### src/rtl/sdram_arbiter.sv
// Two-way SDRAM port arbiter: I-cache line fills vs. single-word CPU data accesses,
// with D-side anti-starvation and a no-progress watchdog that aborts stuck transactions.
module sdram_arbiter #(
  parameter int ADDR_W          = 21,
  parameter int BURST_LEN       = 16,
  parameter int DATA_STREAK_MAX = 4,
  parameter int TIMEOUT         = 1024
) (
  input  logic              cpu_clk,
  input  logic              reset_n,
  input  logic              i_req,
  input  logic [ADDR_W-1:0] i_addr,
  output logic [31:0]       i_data,
  output logic              i_ack,
  output logic              i_done,
  input  logic              d_req,
  input  logic              d_we,
  input  logic [ADDR_W-1:0] d_addr,
  input  logic [31:0]       d_wdata,
  input  logic [3:0]        d_wmask,
  output logic [31:0]       d_rdata,
  output logic              d_ack,
  output logic              m_req,
  output logic              m_we,
  output logic [ADDR_W-1:0] m_addr,
  output logic [4:0]        m_len,
  output logic [31:0]       m_wdata,
  output logic [3:0]        m_wmask,
  input  logic              m_gnt,
  input  logic              m_rvalid,
  input  logic [31:0]       m_rdata,
  input  logic              m_wdone,
  output logic              err,
  output logic              busy,
  output logic              owner
);

  localparam int BEAT_W   = (BURST_LEN > 1) ? $clog2(BURST_LEN) : 1;
  localparam int WD_W     = (TIMEOUT > 1) ? $clog2(TIMEOUT) : 1;
  localparam int STREAK_W = $clog2(DATA_STREAK_MAX + 1);

  localparam logic [2:0] S_IDLE   = 3'd0;
  localparam logic [2:0] S_I_CMD  = 3'd1;
  localparam logic [2:0] S_I_DATA = 3'd2;
  localparam logic [2:0] S_D_CMD  = 3'd3;
  localparam logic [2:0] S_D_WAIT = 3'd4;
  localparam logic [2:0] S_REL    = 3'd5;

  localparam logic [4:0]          I_LEN      = 5'(BURST_LEN);
  localparam logic [ADDR_W-1:0]   LINE_MASK  = ~ADDR_W'(BURST_LEN - 1);
  localparam logic [BEAT_W-1:0]   BEAT_LAST  = BEAT_W'(BURST_LEN - 1);
  localparam logic [WD_W-1:0]     WD_LAST    = WD_W'(TIMEOUT - 1);
  localparam logic [STREAK_W-1:0] STREAK_MAX = STREAK_W'(DATA_STREAK_MAX);

  logic [2:0]          state_q, state_d;
  logic                owner_q, owner_d;
  logic [STREAK_W-1:0] streak_q, streak_d;
  logic [BEAT_W-1:0]   beat_cnt_q, beat_cnt_d;
  logic [WD_W-1:0]     wd_cnt_q, wd_cnt_d;
  logic                m_req_q, m_req_d;
  logic                m_we_q, m_we_d;
  logic [ADDR_W-1:0]   m_addr_q, m_addr_d;
  logic [4:0]          m_len_q, m_len_d;
  logic [31:0]         m_wdata_q, m_wdata_d;
  logic [3:0]          m_wmask_q, m_wmask_d;
  logic [31:0]         d_rdata_q, d_rdata_d;

  logic gnt_iside, gnt_dside;
  logic wd_active, progress, wd_expire;
  logic fill_beat, fill_last, d_complete;

  // D normally wins a tie; a saturated streak hands the next grant to I.
  assign gnt_dside = (state_q == S_IDLE) && d_req && !(i_req && (streak_q == STREAK_MAX));
  assign gnt_iside = (state_q == S_IDLE) && i_req && !gnt_dside;

  assign wd_active = (state_q == S_I_CMD) || (state_q == S_I_DATA) ||
                     (state_q == S_D_CMD) || (state_q == S_D_WAIT);
  assign progress  = m_gnt || m_rvalid || m_wdone;
  assign wd_expire = wd_active && !progress && (wd_cnt_q == WD_LAST);

  assign fill_beat  = (state_q == S_I_DATA) && m_rvalid;
  assign fill_last  = fill_beat && (beat_cnt_q == BEAT_LAST);
  assign d_complete = (state_q == S_D_WAIT) && (m_we_q ? m_wdone : m_rvalid);

  assign i_data  = m_rdata;
  assign i_ack   = fill_beat;
  assign i_done  = fill_last || (wd_expire && !owner_q);
  assign d_ack   = (state_q == S_REL) && owner_q;
  assign d_rdata = d_rdata_q;
  assign err     = wd_expire;
  assign busy    = (state_q != S_IDLE);
  assign owner   = owner_q;
  assign m_req   = m_req_q;
  assign m_we    = m_we_q;
  assign m_addr  = m_addr_q;
  assign m_len   = m_len_q;
  assign m_wdata = m_wdata_q;
  assign m_wmask = m_wmask_q;

  always_comb begin
    if (!i_req || gnt_iside) begin
      streak_d = '0;
    end else if (gnt_dside && (streak_q != STREAK_MAX)) begin
      streak_d = streak_q + 1'b1;
    end else begin
      streak_d = streak_q;
    end
  end

  always_comb begin
    if (!wd_active || progress || wd_expire) begin
      wd_cnt_d = '0;
    end else begin
      wd_cnt_d = wd_cnt_q + 1'b1;
    end
  end

  always_comb begin
    state_d    = state_q;
    owner_d    = owner_q;
    beat_cnt_d = beat_cnt_q;
    m_req_d    = m_req_q;
    m_we_d     = m_we_q;
    m_addr_d   = m_addr_q;
    m_len_d    = m_len_q;
    m_wdata_d  = m_wdata_q;
    m_wmask_d  = m_wmask_q;
    d_rdata_d  = d_rdata_q;

    case (state_q)
      S_IDLE: begin
        beat_cnt_d = '0;
        if (gnt_dside) begin
          state_d   = S_D_CMD;
          owner_d   = 1'b1;
          m_req_d   = 1'b1;
          m_we_d    = d_we;
          m_addr_d  = d_addr;
          m_len_d   = 5'd1;
          m_wdata_d = d_wdata;
          m_wmask_d = d_wmask;
        end else if (gnt_iside) begin
          state_d   = S_I_CMD;
          owner_d   = 1'b0;
          m_req_d   = 1'b1;
          m_we_d    = 1'b0;
          m_addr_d  = i_addr & LINE_MASK;
          m_len_d   = I_LEN;
          m_wdata_d = '0;
          m_wmask_d = '0;
        end
      end
      S_I_CMD: begin
        if (m_gnt) begin
          state_d    = S_I_DATA;
          m_req_d    = 1'b0;
          beat_cnt_d = '0;
        end
      end
      S_I_DATA: begin
        if (fill_beat) begin
          beat_cnt_d = beat_cnt_q + 1'b1;
          if (fill_last) begin
            state_d = S_REL;
          end
        end
      end
      S_D_CMD: begin
        if (m_gnt) begin
          state_d = S_D_WAIT;
          m_req_d = 1'b0;
        end
      end
      S_D_WAIT: begin
        if (d_complete) begin
          state_d = S_REL;
          if (!m_we_q) begin
            d_rdata_d = m_rdata;
          end
        end
      end
      S_REL: begin
        state_d = S_IDLE;
      end
      default: begin
        state_d = S_IDLE;
        m_req_d = 1'b0;
      end
    endcase

    // An abort never coincides with a progress event, so it cannot clash with the case above.
    if (wd_expire) begin
      state_d = S_REL;
      m_req_d = 1'b0;
      if (owner_q) begin
        d_rdata_d = '0;
      end
    end
  end

  always_ff @(posedge cpu_clk or negedge reset_n) begin
    if (!reset_n) begin
      state_q    <= S_IDLE;
      owner_q    <= 1'b0;
      streak_q   <= '0;
      beat_cnt_q <= '0;
      wd_cnt_q   <= '0;
      m_req_q    <= 1'b0;
      m_we_q     <= 1'b0;
      m_addr_q   <= '0;
      m_len_q    <= '0;
      m_wdata_q  <= '0;
      m_wmask_q  <= '0;
      d_rdata_q  <= '0;
    end else begin
      state_q    <= state_d;
      owner_q    <= owner_d;
      streak_q   <= streak_d;
      beat_cnt_q <= beat_cnt_d;
      wd_cnt_q   <= wd_cnt_d;
      m_req_q    <= m_req_d;
      m_we_q     <= m_we_d;
      m_addr_q   <= m_addr_d;
      m_len_q    <= m_len_d;
      m_wdata_q  <= m_wdata_d;
      m_wmask_q  <= m_wmask_d;
      d_rdata_q  <= d_rdata_d;
    end
  end

endmodule

### config.mk
export PLATFORM = sky130hd
export DESIGN_NAME = sdram_arbiter
export DESIGN_NICKNAME = d
export VERILOG_FILES = /design/src/rtl/sdram_arbiter.sv
export SDC_FILE = /design/constraint.sdc
export NUM_CORES = 1
export LEC_CHECK = 0
export ABC_AREA = 1
export BUFFER_PORTS_ARGS = -buffer_cell sky130_fd_sc_hd__buf_4
export CORE_MARGIN = 4
export CORE_UTILIZATION = 40
export CTS_BUF_LIST = sky130_fd_sc_hd__clkbuf_4
export DETAILED_ROUTE_END_ITERATION = 7
export GPL_TIMING_DRIVEN = 0
export PLACE_DENSITY_LB_ADDON = 0.2
export SLEW_MARGIN = 20
export SYNTH_ARGS = -nofsm -noshare
export SYNTH_HDL_FRONTEND = slang
export SYNTH_SLANG_ARGS = --single-unit
### constraint.sdc
create_clock -name cpu_clk -period 4.9 [get_ports cpu_clk]
set_input_delay 0.98 -clock cpu_clk [delete_from_list [all_inputs] [get_ports cpu_clk]]
set_output_delay 0.98 -clock cpu_clk [all_outputs]
set_load 0.01 [all_outputs]
; ---- Word level (Yosys, flattened, before mapping)
; Index checks and enable logic that the tools add are counted.
[word_totals]
regBits = 117
latchBits = 0
ram_bits = 0
romBits = 0
out_inout_bits = 134
mem_count = 0
[classes]
n_addsub = 3
n_mul = 0
n_div = 0
magnitude_cmp = 0
eq_ne = 19
shift = 0
n_mux = 37
bitwise_logic = 0
reduce_logical = 39
[ops]
columns = operator, n
row1 = 32-bit two-way mux, 7
row2 = 21-bit two-way mux, 2
row3 = 3-bit two-way mux, 10
row4 = "3-bit inequality test, second input constant", 6
row5 = 4-bit two-way mux, 4
row6 = 3-bit case mux with 5 select lines, 1
row7 = 1-bit logical AND, 13
row8 = 4-bit case mux with 3 select lines, 1
row9 = "10-bit by 1-bit adder with 10-bit output, second input constant", 1
row10 = "10-bit == test, second input constant", 1
row11 = 10-bit two-way mux, 1
row12 = 5-bit two-way mux, 2
row13 = "3-bit == test, second input constant", 3
row14 = 1-bit logical OR, 9
row15 = 1-bit two-way mux, 8
row16 = "3-bit by 2-bit == test with 1-bit output, second input constant", 2
row17 = 1-bit zero test, 6
row18 = 3-bit AND reduction, 2
row19 = 6-bit AND reduction, 1
row20 = 3-bit nonzero test, 2
row21 = "4-bit by 1-bit adder with 4-bit output, second input constant", 1
row22 = "4-bit == test, second input constant", 1
row23 = "2-bit inequality test, second input constant", 2
row24 = "4-bit inequality test, second input constant", 1
row25 = other kinds (10), 11

; ---- Depth between registers and ports, before layout
; Gate-level depths: netlist (run 1).
[depth]
ltp_word = 10
ltp_mapped = 10
mapped_depth_nobuf = 10

; ---- Worst setup path before layout (run 1)
; No wires, ideal clock.
[synth_path]
path_type = input -> output
from = in m_rvalid
to = out i_done
arrival_ns = 1.787
required_time_ns = 3.920
setup_slack_ns = 2.133
path_stages = 6
cell_sequence = clkbuf_1 nor2_1 nand2_1 nor2_4 nand2_4 o32ai_1
[synth_via]
elab_chain_cells = 7
elab_cells_between_ends = 9
[synth_rtl]
columns = element, line_no
row1 = from (decl), 30  ; input logic m_rvalid,
row2 = 1-bit logical OR (2 in series), 78  ; assign progress = m_gnt || m_rvalid || m_wdone;
row3 = 1-bit zero test, 79  ; assign wd_expire = wd_active && !progress && (wd_cnt_q == WD_LAST);
row4 = 1-bit logical AND (2 in series), 79
row5 = 1-bit logical AND, 87  ; assign i_done = fill_last || (wd_expire && !owner_q);
row6 = 1-bit logical OR (*), 87
row7 = to (decl), 15  ; output logic i_done,
; Mark *: on every way between the ends. The rest lies on a longest branch, timed or not.

; ---- Worst setup path in the final report (run 1)
[layout_path]
from = reg wd_cnt_q[0]
to = out i_done
[layout_via]
elab_chain_cells = 4
[layout_rtl]
columns = element, line_no
row1 = from (decl), 59  ; logic [WD_W-1:0] wd_cnt_q, wd_cnt_d;
row2 = from (signal assigned), 220  ; wd_cnt_q <= wd_cnt_d;
row3 = 10-bit == test, 79
row4 = 1-bit logical AND, 79
row5 = 1-bit logical AND, 87
row6 = 1-bit logical OR, 87
; No other way between the ends.

==> metrics list, run 1 <==
* Static Leak: between 3 and 4 nW
- Result of the run: finished, final reports clean
* Count of warnings emitted by yosys: 0
- Antenna violations before repair: 0
- Share of the clock period used by the worst path after layout: 0.643
- Starting density of the core: 0.413
* I/O pin cnt: approximately 250
* Clock insertion delay at the later pin of the skew report: 510 ps
- Horizontal die dimension: between 100 and 150 um
* TritonCTS clock tree: yes
* Root Driver: clkbuf_4
- At the pin with the least slew margin, the transition time is 502 ps.
* Setup crit start kind: flip-flop
- Global-route track usage on met3: 0.0636
- In this run the power density over the cells is between 500 and 600 mW/mm2.
- Cell area after layout: approximately 0.0077 mm2
* Crit end category: output pin
* Fraction of final layout cells with drive strength greater than 1: 0.446
- Counting every instance in the synthesized netlist gives between 500 and 600.
- At the end of routability-driven placement, the weighted congestion stood at a little over 0.8.
- For this run, global-route usage on met2 was measured as 0.323.
- The clock arrives with about 9.7 ps of skew.
* Clock sink count: 113
- The routed layout has slightly below 5000 vias.
- HPWL after detailed placement: 11600 um
* Sequential element share of the synthesized area: 0.536
- After clock tree synthesis, the clock-pin slew on the worst setup and hold paths is 110 ps.
- Post-layout nets: about 920
- Entering global routing, the biggest net connects just under 70 pins.
- Average size of a mapped cell: ~9.9 um2
- Crit path arrival time: about 2200 ps
- Number of core rows: around 40
- Overall routing resource usage: 0.198
* Routed wire per std cell: 15.4 um
* Time the worst path needs with I/O delays and setup: 3150 ps
- Via count of the first global-routing pass: approximately 4800
- Via/cell ratio: roughly 5.0
- The max-slew violation total from the final report was 0.
- The total overflow left after global routing is 0.
- Slowest-stage cell, CP: dfrtp_1
- For this run, the detailed router's first-pass iteration total came to 5.
- Standard cell core area: ~0.013 mm2
- Main area contributors after synthesis: dfrtp_1, a22o_1, nand2_1
* Maximum clock frequency: about 0.32 GHz
- Worst path depth: 8
* Hold/Removal Path Class: input pin to async pin
- Max Buffers Root-to-Sink: 2
* Total detailed-routing wirelength: about 15000 um
* Met1 track demand over resource: 0.246
* Maximum fanout along the worst path: 9
* Hold-fix buffers, CTS: 0
- Fraction of post-synthesis cell area in the top cell type by area: 0.536
- Die Outline Area: 0.0151 mm2
- Post-CTS setup buffer count: 0
* IO buf count: approximately 240
* Worst vdd ir: ~0.26 mV
- Buffering stage count on the worst path with inverters included: 1
- Fin Setup TNS: 0 ps
* TritonCTS buffer count: 17
* Worst EP required: between 3000 and 4000 ps
* Post-route antenna net violation count: 0
- Synthesis-to-finish area growth: 45.2%
- Cell area after placement: roughly 0.0074 mm2
- The setup path with the least slack is of type flip-flop to output pin.
* Final setup violation count: 0
- After detailed routing, the number of remaining DRC violations is 0.
- The first global-routing pass estimated 23500 um of wire.
* Cell depth of the worst flop-to-flop path: 9
- Height of the die: 123 um
* Cell type group with the largest total delay on the critical path: simple AND/OR/NAND/NOR gates
* Leading area contributor after synthesis: dfrtp_1
- Setup repair after global routing missed its margin: no
* Most heavily used metal layer in global routing: met2
- Measured against its own limit, the worst slew margin works out to 0.666.
* Fin Hold WS: about 370 ps
- The tool flagged a number of max-cap violations equal to 0.
- Number of library cell types mapped by synthesis: 36
- Post-Synthesis Cell Area: 0.00527 mm2
- The number of gates resized after CTS was 0.
- CTS H-tree depth: 4
- Number of DRC markers after the initial detailed-route iteration: roughly 340
- Number of hold violations in the final report: 0
- Yosys reg bits: around 110
* Slowest stage delay, CP: 450 ps
* Critical Path, Cell by Cell: ha_1 -> nand2_1 -> nor2_1 -> nand2_1 -> nor2_1 -> nand2_4 -> o32ai_1 -> buf_4
layout make-up:
cell class	instances	area, um2
Fill cell	1112	5120
Sequential cell	113	2830
Multi-Input combinational cell	336	1900
Timing Repair Buffer	244	1860
Buffer	66	469
Tap cell	172	215
Clock inverter	14	166
Clock buffer	18	135
Inverter	21	81.3
Antenna cell	1	2.50
report_power, final:
group          switching (mW)  internal (mW)  total, mW
clock network           0.367          0.356      0.723
logic                    1.08           1.02       2.10
registers               0.265           1.34       1.61
total                    1.71           2.72       4.44
state kept, by name, indices dropped and copies added (netlist names):
name        count
wd_cnt_q       10
m_req           1
m_wmask         4
state_q         3
m_len           2
m_we            1
d_rdata        32
m_addr         21
beat_cnt_q      4
streak_q        3
m_wdata        32
cell usage in the layout (no fill, tap or decap), types with 2 or more instances in the layout:
cell type,Yosys,routed
inv_1,14,14
nor2_1,42,42
clkbuf_1,9,9
xor2_1,5,5
a21oi_2,10,10
clkinv_1,2,2
a22o_1,41,41
nor2_4,4,4
nand2_4,3,3
dfrtp_1,113,113
o21ai_0,23,23
nand3b_1,2,2
clkbuf_4,0,18
ha_1,4,4
clkinv_2,0,3
nand3_1,13,13
clkinvlp_4,0,7
inv_2,4,4
conb_1,1,3
nand2_1,83,83
a21oi_1,46,46
buf_2,8,8
buf_4,40,282
nor3b_1,3,3
nand4_1,38,38
nor3_1,4,4
buf_6,8,9
bufinv_16,0,3
nand2_2,3,3
synth_stat cells, drive strengths merged:
master	number
nor2	48
buf	56
nand2	89
conb	1
nand3	13
o31ai	1
nor3b	3
o211ai	1
inv	19
and3	1
xor2	5
a21oi	56
o21a	1
nand3b	2
o32ai	1
clkinv	2
nand4	38
a22o	41
dfrtp	113
clkbuf	10
o21ai	24
ha	4
nor3	4
or2	1
path summary, 6_finish.rpt:
path / to / startpoint / slack (ps)
setup / recovery: i_done / wd_cnt_q[0]$_DFF_PN0_ / 1750
hold / removal: m_wdata[14]$_DFFE_PN0P_ / reset_n / 370
setup reg to reg: d_rdata[30]$_DFF_PN0_ / wd_cnt_q[0]$_DFF_PN0_ / 3070
hold reg to reg: m_wdata[6]$_DFFE_PN0P_ / m_wdata[6]$_DFFE_PN0P_ / 510
max in group asynchronous: m_addr[14]$_DFFE_PN0P_ / reset_n / 3840
min in group cpu_clk: m_wdata[6]$_DFFE_PN0P_ / m_wdata[6]$_DFFE_PN0P_ / 510
through the flow:
step	util	power, mW	instances	worst slack (ps)
after floorplan	-	2.70	536	2130
after global placement	0.573	3.69	951	1860
after detailed placement	0.576	3.75	952	1880
after CTS	0.599	4.49	984	1650
after global routing	0.599	4.76	984	1440
final	0.599	4.44	985	1750
worst reg2reg max path: stages, from the launching register on:
cell and delay [ps]:
dfrtp_1 450, ha_1 210, nand2_1 90, nor2_1 130, nand2_1 130, nor2_1 200, nand2_4 140, nor2_8 150
buf_6 190, a21oi_2 50
metal layers:
layer	up-vias	routed length, um
met5	-	0
met4	0	313
met3	27	1360
met2	193	7480
met1	2322	5980
li1	2354	-
cell families (layout without fill, tap and decap cells):
| kind of cell | Yosys count | count (layout) | share of synthesized area |
|---|---|---|---|
| compound gates | 125 | 125 | 0.158 |
| xor+xnor | 5 | 5 | 0.00830 |
| fa+ha+maj | 4 | 4 | 0.00949 |
| buf+inv | 87 | 363 | 0.104 |
| flops | 113 | 113 | 0.536 |
| other cells | 1 | 4 | 0.000711 |
| simple gates | 199 | 199 | 0.183 |
Note: power is estimated with default switching activity, not from simulation.
==> inputs of run 2 (changes only) <==
Clock period 4.9 ns to 2.8 ns, I/O delays scaled along.
==> run 2 against run 1 <==
Non-clock buffer count grew 2; clock skew is essentially flat; worst setup slack lost 1500 ps; first-iteration DRC count shrank 3.6%; design area grew 0.33%; sequential share of layout area shrank 0.12 points; power grew 75%; die area is the same; wire length grew 0.49%; critical path type unchanged.
==> metrics list, run 2 (same netlist as run 1, synthesis figures left out) <==
- Result of the run: finished, final reports clean
- The static power due to leakage is 3.90 nW (+0.27%).
- The required time of the critical path is 2240 ps (-1680 ps).
* Reg-to-reg critical path startpoint: streak_q[0]$_DFFE_PN0P_
- The highest layer touched by signal routing is met4.
- The number of global-route vias before repair came to 4758 (+0.11%).
- The deepest level of the CTS H-tree was 4 (unchanged).
- Horizontal die dimension: 123 um (unchanged)
- The worst hold path passes through 3 cells.
* Die Outline Area: 0.0151 mm2 (unchanged)
- The maximum vdd drop is 0.452 mV (+75%).
* Clk pin slew, worst setup/hold paths: 100 ps (about the same)
* Clock sink count: 113 (unchanged)
- From synthesis to final layout, the design area changed by 45.6%.
* Met3 WL: 1460 um (+7.2%)
- The peak fanout along the critical path was 7 (-2).
- The post-layout instance area was 0.00768 mm2 (+0.33%).
- Buffering stage count on the worst path with inverters included: 3 (+2)
* Post-route antenna net violation count: 0 (unchanged)
- The floorplan core area came to 0.0128 mm2 (unchanged).
- Number of maximum-capacitance violations: 0 (unchanged)
- Critical Path, Cell by Cell: inv_2 -> nand2_1 -> nor2_1 -> inv_1 -> o32ai_1 -> buf_4
- Clock insertion delay at the later pin of the skew report: 510 ps (about the same)
- The final HPWL from detailed placement came to 11600 um (unchanged).
- FF-to-FF End: m_addr[17]$_DFFE_PN0P_
* Metal2 WL: 7520 um (+0.41%)
- Skew final: 9.93 ps (+0.265 ps)
* Max-slew headroom at the worst pin: 0.667 (+0.000893)
- Slowest stage delay, CP: 500 ps (+50 ps)
- Pwr dens: 1010 mW/mm2 (+75%)
- The number of failing setup endpoints in the final timing report was 0 (unchanged).
- STA classifies the critical path startpoint as a flip-flop.
* Hold/Removal Path Class: input pin to flip-flop
- Area occupied by multi-input gates: 0.00191 mm2 (+0.39%)
- Via/cell ratio: 4.97 (about the same)
* Global-route wire length before repair: 23500 um (about the same)
- In the finished design, the share of the clock period the worst path needs comes to 0.912.
* Crit path arrival time: 1990 ps (-180 ps)
* Total grt overflow: 0 (unchanged)
* First-pass iteration count of the detailed router: 4 (-1)
- The worst setup path is captured at an output pin.
- TritonCTS built the clock tree.
* Cell type group with the largest total delay on the critical path: flip-flops
* Worst hold endpoint: m_we$_DFFE_PN0P_
- Number of DRC markers after the initial detailed-route iteration: 325 (-3.6%)
- Wire length on met1: 5930 um (-0.87%)
- Height of the die: 123 um (unchanged)
* Slowest-stage cell, CP: dfrtp_1
- Time the worst path needs with I/O delays and setup: around 2600 ps
- TritonCTS buffer count: 17 (unchanged)
- Number of core rows: 41 (unchanged)
- Worst Max-Slew Pin Slew: 500 ps (-1.34 ps)
- The hold violation total from the final report was 0 (unchanged).
- Fin Setup TNS: 0 ps (unchanged)
- The setup slack on the worst flop-to-flop path came to 1030 ps (-2040 ps).
- Root Driver: clkbuf_4
* Starting density of the core: 0.413 (unchanged)
* Antenna violations before repair: 0 (unchanged)
- Fill cell count: 1109 (-0.27%)
- The total via count in the routed design is 4907 (+0.22%).
- Cell depth of the worst flop-to-flop path: 8 (-1)
* I/O pin cnt: 252 (unchanged)
- Type of the worst setup path: flip-flop to output pin
- Number of DRC violations after detailed routing: 0 (unchanged)
- RD Place Congestion: 0.806 (unchanged)
- Max-slew violation count: 0 (unchanged)
- The number of buffers on the longest clock path was 2 (unchanged).
- The cell area after placement was 0.00735 mm2 (unchanged).
- Overall routing resource usage: 0.198 (+0.000295)
- Maximum clock frequency: 0.392 GHz
- The number of buffers added on ports is 243 (unchanged).
- Post-layout nets: 923 (+0.22%)
* Register Area: 0.00283 mm2 (unchanged)
* Fraction of final layout cells with drive strength greater than 1: 0.450 (+0.00382)
* Commonest non-fill, non-tap cell in the layout: buf_4
- Total detailed-routing wirelength: 15200 um (+0.49%)
- Routed wire per std cell: 15.4 um (+0.29%)
- Startpoint of the worst hold path: d_we
* Setup repair after global routing missed its margin: no
* Largest net degree at the start of global routing: 69 (unchanged)
* Leading cell types in the layout, fill and taps excluded: buf_4, dfrtp_1, nand2_1
==> run 2: cell count changes in the layout (fill, tap and decap cells not counted), sizes merged <==
cell         change
buf              +1
dlygate4sd3      +1
==> run 2: worst max-delay path by stage <==
stage	startpoint	end	slack, ps	cells after the start
2_1_floorplan	m_rvalid	i_done	870	6
4_1_cts	wd_cnt_q[1]$_DFF_PN0_	i_done	60	8
3_5_place_dp	wd_cnt_q[0]$_DFF_PN0_	i_done	600	8
3_3_place_gp	m_rvalid	i_done	600	7
5_1_grt	wd_cnt_q[1]$_DFF_PN0_	i_done	20	8
6_report	state_q[2]$_DFFE_PN0P_	i_done	250	6
==> run 2: worst reg2reg max path, delay by kind of cell, from the launching register on <==
kind / cells / cell delay, ps
simple gates: 3 / 400
buf+inv: 2 / 410
compound gates: 2 / 320
fa+ha+maj: 1 / 160
flops: 1 / 400
==> run 2: through the flow <==
step | instances | utilization | power, mW | setup slack, ps | hold slack, ps
floorplan | 536 | - | 4.73 | 873 | 264
global placement | 951 | 0.573 | 6.45 | 601 | 479
detailed placement | 952 | 0.576 | 6.56 | 602 | 486
CTS | 986 | 0.601 | 7.86 | 61.1 | 193
global route | 986 | 0.601 | 8.33 | 21.7 | 200
finish | 987 | 0.601 | 7.77 | 246 | 262
==> run 2: cell type report <==
type / count / area share
sequential: 113 / 0.368
multi-input combinational: 336 / 0.249
timing repair buffer: 246 / 0.244
buffer: 66 / 0.0611
tap: 172 / 0.0280
clock inverter: 14 / 0.0217
clock buffer: 18 / 0.0176
inverter: 21 / 0.0106
antenna: 1 / 0.000326
==> run 2: where the power goes <==
group	switching [mW]	internal, mW	leakage, nW
Sequential	0.462	2.35	1.44
Combinational	1.89	1.80	2.32
Clock	0.641	0.622	0.142
Total	3.00	4.77	3.90
==> run 2: layer usage <==
layer | global-route usage | up-vias
li1 | - | 2361
met1 | 0.246 | 2317
met2 | 0.324 | 204
met3 | 0.0631 | 25
met4 | 0.0749 | 0
met5 | 0 | -
==> run 2: what timing repair did <==
item                                    CTS  global route
hold buffers                              1             0
resized for setup                         0             3
endpoints found under the setup margin    1             2
setup buffers                             1             0
pin swaps                                 0             0
endpoints found under the hold margin    45             0
